<file path="src/rtl/uart_rx_frame_ctrl.sv">
// ----------------------------------------------------------------------------
// uart_rx_frame_ctrl
//   Frame-level controller for the UART receive path. It detects the start
//   edge, runs the oversampling edge counter and the bit counter that steer
//   the external 3-sample majority sampler, and checks the start, parity and
//   stop bits. Data bits are deserialised LSB-first. The received word is
//   presented with a one-cycle data_valid pulse.
//
//   Optional build macro: RX_ERR_CNT_EN
//     When defined, the block adds the err_clr input and a saturating 8-bit
//     err_cnt output. The counter counts par_err/stp_err pulses.
//     When undefined, neither port nor any counter logic exists.
// ----------------------------------------------------------------------------
module uart_rx_frame_ctrl #(
    parameter int DATA_WIDTH = 8,
    parameter int PRESC_W    = 6,
    parameter int EDGE_W     = 5
) (
    input  logic                  clk,
    input  logic                  RST,
    input  logic                  RX_IN,
    input  logic [PRESC_W-1:0]    prescale,
    input  logic                  PAR_EN,
    input  logic                  PAR_TYP,
    input  logic                  sampled_bit,
`ifdef RX_ERR_CNT_EN
    input  logic                  err_clr,
    output logic [7:0]            err_cnt,
`endif
    output logic                  data_samp_en,
    output logic [EDGE_W-1:0]     edge_cnt,
    output logic [3:0]            bit_cnt,
    output logic [DATA_WIDTH-1:0] P_DATA,
    output logic                  data_valid,
    output logic                  par_err,
    output logic                  stp_err
);

    // Legal oversampling ratios. Any other value falls back to 8.
    localparam logic [PRESC_W-1:0] C_PRESC_8  = PRESC_W'(8);
    localparam logic [PRESC_W-1:0] C_PRESC_16 = PRESC_W'(16);
    localparam logic [PRESC_W-1:0] C_PRESC_32 = PRESC_W'(32);

    // The bit counter value at which the final data bit ends (start bit = 0).
    localparam logic [3:0] C_LAST_DATA_BIT = 4'(DATA_WIDTH);

    typedef enum logic [2:0] {
        ST_IDLE   = 3'd0,
        ST_START  = 3'd1,
        ST_DATA   = 3'd2,
        ST_PARITY = 3'd3,
        ST_STOP   = 3'd4
    } state_t;

    state_t              r_state;
    logic [EDGE_W-1:0]   r_last;          // latched prescale - 1 for this frame
    logic                r_par_en;        // latched PAR_EN for this frame
    logic                r_par_typ;       // latched PAR_TYP for this frame
    logic                r_frame_par_err; // parity failed somewhere in this frame

    logic [EDGE_W-1:0]   w_last_in;
    logic                w_bit_end;
    logic                w_exp_par;
    logic [EDGE_W-1:0]   w_edge_inc;
    logic [3:0]          w_bit_inc;

    // Map the prescale input to the last edge index; illegal ratios act like 8.
    function automatic logic [EDGE_W-1:0] last_edge_of(input logic [PRESC_W-1:0] presc);
        logic [EDGE_W-1:0] last;
        case (presc)
            C_PRESC_8:  last = EDGE_W'(7);
            C_PRESC_16: last = EDGE_W'(15);
            C_PRESC_32: last = EDGE_W'(31);
            default:    last = EDGE_W'(7);
        endcase
        return last;
    endfunction

    // Parity bit the line must carry for a word: even parity when typ=0, odd when typ=1.
    function automatic logic expected_parity(input logic [DATA_WIDTH-1:0] word,
                                             input logic                  typ);
        return (^word) ^ typ;
    endfunction

    // Bit-end strobe, expected parity and counter increments for the FSM.
    always_comb begin
        w_last_in  = last_edge_of(prescale);
        w_exp_par  = expected_parity(P_DATA, r_par_typ);
        w_edge_inc = edge_cnt + EDGE_W'(1);
        w_bit_inc  = bit_cnt + 4'd1;
        if (r_state != ST_IDLE) begin
            w_bit_end = (edge_cnt == r_last);
        end else begin
            w_bit_end = 1'b0;
        end
    end

    // Frame FSM with counters, shift register and registered one-cycle flags.
    always_ff @(posedge clk) begin
        if (RST) begin
            r_state         <= ST_IDLE;
            r_last          <= EDGE_W'(7);
            r_par_en        <= 1'b0;
            r_par_typ       <= 1'b0;
            r_frame_par_err <= 1'b0;
            data_samp_en    <= 1'b0;
            edge_cnt        <= '0;
            bit_cnt         <= 4'd0;
            P_DATA          <= '0;
            data_valid      <= 1'b0;
            par_err         <= 1'b0;
            stp_err         <= 1'b0;
        end else begin
            // Flags are pulses: they drop unless set again below.
            data_valid <= 1'b0;
            par_err    <= 1'b0;
            stp_err    <= 1'b0;

            case (r_state)
                ST_IDLE: begin
                    edge_cnt <= '0;
                    bit_cnt  <= 4'd0;
                    if (!RX_IN) begin
                        // Start edge: freeze the frame configuration.
                        r_state         <= ST_START;
                        r_last          <= w_last_in;
                        r_par_en        <= PAR_EN;
                        r_par_typ       <= PAR_TYP;
                        r_frame_par_err <= 1'b0;
                        data_samp_en    <= 1'b1;
                    end else begin
                        data_samp_en <= 1'b0;
                    end
                end

                ST_START: begin
                    if (w_bit_end) begin
                        edge_cnt <= '0;
                        if (!sampled_bit) begin
                            r_state <= ST_DATA;
                            bit_cnt <= w_bit_inc;
                        end else begin
                            // A short low pulse on the line: drop it silently.
                            r_state      <= ST_IDLE;
                            bit_cnt      <= 4'd0;
                            data_samp_en <= 1'b0;
                        end
                    end else begin
                        edge_cnt <= w_edge_inc;
                    end
                end

                ST_DATA: begin
                    if (w_bit_end) begin
                        edge_cnt <= '0;
                        bit_cnt  <= w_bit_inc;
                        P_DATA   <= {sampled_bit, P_DATA[DATA_WIDTH-1:1]};
                        if (bit_cnt == C_LAST_DATA_BIT) begin
                            if (r_par_en) begin
                                r_state <= ST_PARITY;
                            end else begin
                                r_state <= ST_STOP;
                            end
                        end else begin
                            r_state <= ST_DATA;
                        end
                    end else begin
                        edge_cnt <= w_edge_inc;
                    end
                end

                ST_PARITY: begin
                    if (w_bit_end) begin
                        edge_cnt <= '0;
                        bit_cnt  <= w_bit_inc;
                        r_state  <= ST_STOP;
                        if (sampled_bit != w_exp_par) begin
                            par_err         <= 1'b1;
                            r_frame_par_err <= 1'b1;
                        end else begin
                            r_frame_par_err <= r_frame_par_err;
                        end
                    end else begin
                        edge_cnt <= w_edge_inc;
                    end
                end

                ST_STOP: begin
                    if (w_bit_end) begin
                        // Return to IDLE so the next start bit can be seen one cycle later.
                        r_state      <= ST_IDLE;
                        edge_cnt     <= '0;
                        bit_cnt      <= 4'd0;
                        data_samp_en <= 1'b0;
                        stp_err      <= ~sampled_bit;
                        data_valid   <= sampled_bit & ~r_frame_par_err;
                    end else begin
                        edge_cnt <= w_edge_inc;
                    end
                end

                default: begin
                    r_state      <= ST_IDLE;
                    edge_cnt     <= '0;
                    bit_cnt      <= 4'd0;
                    data_samp_en <= 1'b0;
                end
            endcase
        end
    end

`ifdef RX_ERR_CNT_EN
    // Saturating error counter; a clear wins over a same-cycle increment.
    always_ff @(posedge clk) begin
        if (RST) begin
            err_cnt <= 8'd0;
        end else if (err_clr) begin
            err_cnt <= 8'd0;
        end else if ((par_err || stp_err) && (err_cnt != 8'hFF)) begin
            err_cnt <= err_cnt + 8'd1;
        end else begin
            err_cnt <= err_cnt;
        end
    end
`endif

endmodule

</file>
<file path="config.mk">
export PLATFORM = sky130hd
export DESIGN_NAME = uart_rx_frame_ctrl
export DESIGN_NICKNAME = d
export VERILOG_FILES = /design/src/rtl/uart_rx_frame_ctrl.sv
export SDC_FILE = /design/constraint.sdc
export NUM_CORES = 1
export LEC_CHECK = 0
export ABC_AREA = 1
export CAP_MARGIN = 20
export CORE_ASPECT_RATIO = 1.75
export CORE_MARGIN = 3
export CORE_UTILIZATION = 45
export DETAILED_ROUTE_END_ITERATION = 12
export HOLD_SLACK_MARGIN = 0.02
export PLACE_DENSITY = 0.72
export SYNTH_ARGS = -nofsm -noshare
export SYNTH_HDL_FRONTEND = slang
export SYNTH_SLANG_ARGS = --single-unit
</file>
<file path="constraint.sdc">
create_clock -name clk -period 1.84 [get_ports clk]
set_input_delay 0.368 -clock clk [delete_from_list [all_inputs] [get_ports clk]]
set_output_delay 0.368 -clock clk [all_outputs]
set_load 0.01 [all_outputs]
</file>
==> flow_summary.ini, run 1 <==
[outcome]
run_status = finished clean

[detailed_routing]
dr_wl_met3_um = 161
vias_per_cell = 4.84
met1_length_um = 1260
dr_wl_met2_um = 1730
drt_iter0_drc = 24
routed.top_layer = met4
first_pass_iters = 4
avgRoutedWirePerCell_um = 11.4
vias = 1385
drt.antenna.violating_nets = 0
wl_um = 3250
drc = 0

[yosys]
ys_seq_elements = 29
synth_cells = 203
synth-seq-area-share = 0.383
syn_area_um2 = 1520
synthTopCellsByArea = dfxtp_1 (38%), nand2_1 (10%), inv_1 (6.4%)
synth.top_cell.area_share = 0.383
synth_cell_type_count = 28
yosys_warnings = 0
synth_top_cell_by_area = dfxtp_1
synthesis.nets = 218
syn_avg_cell_area_um2 = 7.48

[power]
internal_power_mw = 1.29
comb_power_share = 0.362
p_clk_frac = 0.256
sw_frac_of_total = 0.374
power.density_nw_per_um2 = 1030
seq_power_share = 0.382
power_switching_uw = 768
vdd_drop_max_v = 0.000771
p_leak_nw = 0.843

[place]
portBuffers = 32
dp_slack_ns = 0.115
post_dp_cell_area_um2 = 1900
routabilityCongestion = 0.805
hpwlAfterDp_um = 2490

[global_routing]
antenna_found_initial = 0
grt_first_pass_wirelength_um = 5680
first_global_vias = 1340
overflow = 0
grt_max_degree = 13
grt_usage = 0.176

[floorplan]
die_w_um = 49.9
start_util = 0.478
die_y_um = 82.8
rows = 27
dieArea_um2 = 4130
placeableCoreArea_um2 = 3180
io_pins = 33

[setup_path]
path_delay_family = buffers and inverters
worstPathRequired_ns = 1.47
critPathMaxStageDelay_ns = 0.58
rr_worst_depth = 10
path_class = reg2out
r2r-end = P_DATA[7]$_SDFFE_PP0P_
crit_cells = 1
reg2reg_from = edge_cnt[1]$_SDFF_PP0_
arrival_ns = 1.32
crit_chain = clkdlybuf4s50_1
critical-path-slowest-cell = clkdlybuf4s50_1
critPathCaptureType = output pin
cp-start-kind = flip-flop
ff2ff_setup_slack_ns = 0.21
cp_max_fo = 6
cp.buffers_inverters = 1

[timing]
hold_viol_final = 0
drv_slew = 0
period_share = 0.919
max_freq_ghz = 0.591
tns_ns = 0
fin_worst_skew_ns = 0.00608
setup_slack_ns = 0.149
period_minus_slack_ns = 1.69
finalSetupViolCount = 0
relSlewSlack = 0.761
rsz0062_at_grt = no
tightest_slew_ns = 0.358

[final_layout]
fin_nets = 258
drive_gt1_frac = 0.144
antenna_cells = 0
utilization = 0.626
fin_area_um2 = 1990
syn2layout_area_growth_pct = 31.1

[clocking]
cts-resized-gates = 0
cts.sinks = 29
h-tree-depth = 2
clkSlewWorstSetupHoldPaths_ns = 0.06
holdBufCountCts = 0
cts_made_buffers = 5
cts_root_buffer = clkbuf_8
cts_tree = built
post_cts_buffers = 0
max-clock-path-buffers = 2
clock_latency_ns = 0.28

[hold_path]
hold_start = r_frame_par_err$_SDFFE_PP0P_
whs_path_depth = 2
worstHoldEndpoint = r_frame_par_err$_SDFFE_PP0P_
hold_path.class = reg2reg

[flow_run]
maxCapViolCount = 0
==> worst max path at each step <==
stage / start / end / slack, ns
2_1_floorplan: edge_cnt[0]$_SDFF_PP0_ / P_DATA[5]$_SDFFE_PP0P_ / 0.27
3_3_place_gp: sampled_bit / r_frame_par_err$_SDFFE_PP0P_ / 0.14
3_5_place_dp: sampled_bit / r_frame_par_err$_SDFFE_PP0P_ / 0.12
4_1_cts: bit_cnt[0]$_SDFFE_PP0P_ / bit_cnt[0] / 0.11
5_1_grt: edge_cnt[0]$_SDFF_PP0_ / bit_cnt[3]$_SDFFE_PP0P_ / 0.05
6_report: bit_cnt[0]$_SDFFE_PP0P_ / bit_cnt[0] / 0.15
==> sequential cells by signal, summed over array words and instances (netlist names) <==
| register | count |
|---|---|
| edge_cnt | 5 |
| r_state | 3 |
| P_DATA | 8 |
| r_par_typ | 1 |
| par_err | 1 |
| stp_err | 1 |
| data_valid | 1 |
| r_last | 2 |
| r_frame_par_err | 1 |
| r_par_en | 1 |
| bit_cnt | 4 |
| data_samp_en | 1 |
==> logic make-up (layout without fill, tap and decap cells) <==
logic type	after synthesis	after routing	synth area share
AO/OA/AOI/OAI	39	39	0.159
XOR/XNOR	10	10	0.0577
adder cells (fa/ha/maj)	3	3	0.0247
buffers and inverters	34	74	0.0923
flip-flops	29	29	0.383
AND/OR/NAND/NOR	88	88	0.284
==> stage by stage <==
| step | power, mW | cells | hold WS, ns |
|---|---|---|---|
| after floorplan | 1.33 | 203 | 0.431 |
| after CTS | 2.08 | 286 | 0.464 |
| after global routing | 2.22 | 286 | 0.492 |
| after global placement | 1.53 | 279 | 0.456 |
| after detailed placement | 1.54 | 279 | 0.456 |
| final | 2.06 | 286 | 0.466 |
==> per-layer routing <==
layer | GRT usage | vias to the layer above
li1 | - | 730
met1 | 0.179 | 619
met2 | 0.315 | 29
met3 | 0.0449 | 7
met4 | 0.0982 | 0
met5 | 0 | -
==> synthesized netlist by cell type, drive strengths merged <==
library cell and number:
nand4 2, nor2 21, o21ai 19, buf 1
dfxtp 29, nand3 15, nand2 46, nor3 4
xor2 6, xnor2 4, o221ai 1, clkbuf 2
a21oi 18, inv 31, ha 3, o211a 1
==> power by group through the flow <==
stage                     Combinational (mW)  Clock (mW)  Sequential (mW)
final                                  0.743       0.526            0.786
after global routing                   0.850       0.572            0.797
after CTS                              0.748       0.545            0.788
after detailed placement               0.743           0            0.799
after global placement                 0.735           0            0.796
after floorplan                        0.528           0            0.802
==> layout make-up <==
class	count	area [µm²]
Timing Repair Buffer	36	350
Multi-Input combinational cell	140	797
Inverter	31	121
Sequential cell	29	581
Tap cell	43	53.8
Clock buffer	7	86.3
Fill cell	323	1190
==> cells in the final DEF, fill, tap and decap left out, drive strengths merged <==
cell,instances
nand4,2
nor3,4
o221ai,1
dfxtp,29
xor2,6
clkbuf,7
clkdlybuf4s50,32
ha,3
o21ai,19
buf,4
o211a,1
nor2,21
inv,31
xnor2,4
nand2,46
a21oi,18
nand3,15
Note: power is estimated with default switching activity, not from simulation.
==> inputs of run 2 (changes only) <==
- REMOVE_ABC_BUFFERS: unset -> 1
==> run 2 against run 1 <==
Effect of this change:
- non-clock buffer count down 1
- setup slack worse by 0.0057 ns
- sequential power about the same
- clock power about the same
- fmax down 0.34%
- clock-buffer cell count unchanged
- critical path depth unchanged
- cell area down 0.38%
- final cell count down 0.35%
- hold slack worse by 0.014 ns
- clock skew about the same
- routed wire length unchanged
==> flow_summary.ini, run 2 (same netlist as run 1, synthesis figures left out) <==
[clocking]
cts-resized-gates = 0
cts.sinks = 29
h-tree-depth = 2
cts_tree = built
post_cts_buffers = 0
max-clock-path-buffers = 2
clkSlewWorstSetupHoldPaths_ns = 0.06
holdBufCountCts = 0
cts_made_buffers = 5
cts_root_buffer = clkbuf_8
clock_latency_ns = 0.28

[setup_path]
crit_cells = 1
path_class = reg2out
arrival_ns = 1.33
critPathMaxStageDelay_ns = 0.59
cp.buffers_inverters = 1
worstPathRequired_ns = 1.47
critPathCaptureType = output pin
crit_chain = clkdlybuf4s50_1
cp_max_fo = 6
cp-start-kind = flip-flop
ff2ff_setup_slack_ns = 0.21
path_delay_family = buffers and inverters
critical-path-slowest-cell = clkdlybuf4s50_1
rr_worst_depth = 12

[hold_path]
whs_path_depth = 2
hold_path.class = reg2reg

[global_routing]
first_global_vias = 1320
grt_usage = 0.176
antenna_found_initial = 0
grt_first_pass_wirelength_um = 5660
overflow = 0
grt_max_degree = 13

[place]
portBuffers = 32
routabilityCongestion = 0.804
post_dp_cell_area_um2 = 1900
hpwlAfterDp_um = 2560
dp_cells = 278

[power]
power_switching_uw = 766
seq_power_share = 0.383
p_clk_frac = 0.255
sw_frac_of_total = 0.373
vdd_drop_max_v = 0.000690
total_power_mw = 2.05
comb_power_share = 0.362
p_leak_nw = 0.838
internal_power_mw = 1.29
power.density_nw_per_um2 = 1040

[detailed_routing]
vias_per_cell = 4.97
avgRoutedWirePerCell_um = 11.4
wl_um = 3250
drt_iter0_drc = 13
drt.antenna.violating_nets = 0
vias = 1416
first_pass_iters = 5
drc = 0

[timing]
fin_worst_skew_ns = 0.00657
drv_slew = 0
relSlewSlack = 0.740
rsz0062_at_grt = no
finalSetupViolCount = 0
period_minus_slack_ns = 1.70
tns_ns = 0
hold_viol_final = 0
max_freq_ghz = 0.589
period_share = 0.922
hold_ws_ns = 0.452
tightest_slew_ns = 0.389

[final_layout]
antenna_cells = 0
fin_nets = 257
regMostFlops = P_DATA
fin_area_um2 = 1980
stdcell_count = 285
largest_reg_flops = 8
layout_common_cells = nand2_1 (41), clkdlybuf4s50_1 (32), dfxtp_1 (29)
top_regs = P_DATA (8), edge_cnt (5), bit_cnt (4)
final_common_cell = nand2_1
syn2layout_area_growth_pct = 30.6
drive_gt1_frac = 0.140

[floorplan]
die_w_um = 49.9
placeableCoreArea_um2 = 3180
die_y_um = 82.8
io_pins = 33
dieArea_um2 = 4130
start_util = 0.478
rows = 27

[outcome]
run_status = finished clean

[flow_run]
maxCapViolCount = 0
## run 2: changes by cell type in the layout (fill, tap and decap cells not counted), sizes merged
cell / delta
buf: -1
## run 2: metal layers
| metal | track usage | wire length, µm |
|---|---|---|
| met5 | 0 | 0 |
| met4 | 0.106 | 102 |
| met3 | 0.0521 | 142 |
| met2 | 0.306 | 1770 |
| met1 | 0.177 | 1230 |
## run 2: power groups by stage
stage | combinational (mW) | clock (mW) | sequential, mW
2_1_floorplan | 0.525 | 0 | 0.802
3_3_place_gp | 0.739 | 0 | 0.800
3_5_place_dp | 0.747 | 0 | 0.799
4_1_cts | 0.751 | 0.542 | 0.786
5_1_grt | 0.842 | 0.568 | 0.801
6_report | 0.742 | 0.524 | 0.786
## run 2: worst paths after layout
path | startpoint | to
max | bit_cnt[0]$_SDFFE_PP0P_ | bit_cnt[0]
min | r_frame_par_err$_SDFFE_PP0P_ | r_frame_par_err$_SDFFE_PP0P_
max reg2reg | edge_cnt[1]$_SDFF_PP0_ | bit_cnt[3]$_SDFFE_PP0P_
min reg2reg | r_frame_par_err$_SDFFE_PP0P_ | r_frame_par_err$_SDFFE_PP0P_
## run 2: stage by stage
stage / utilization / setup WS (ns)
floorplan: - / 0.272
global placement: 0.597 / 0.105
detailed placement: 0.597 / 0.0556
CTS: 0.624 / 0.123
global route: 0.624 / 0.0390
finish: 0.624 / 0.143
## run 2: cell type report
class | count | area (µm²)
fillers | 304 | 1190
flip-flops and latches | 29 | 581
repair buffers | 35 | 343
well taps | 43 | 53.8
inverters | 31 | 121
clock buffers | 7 | 86.3
multi-input cells | 140 | 797
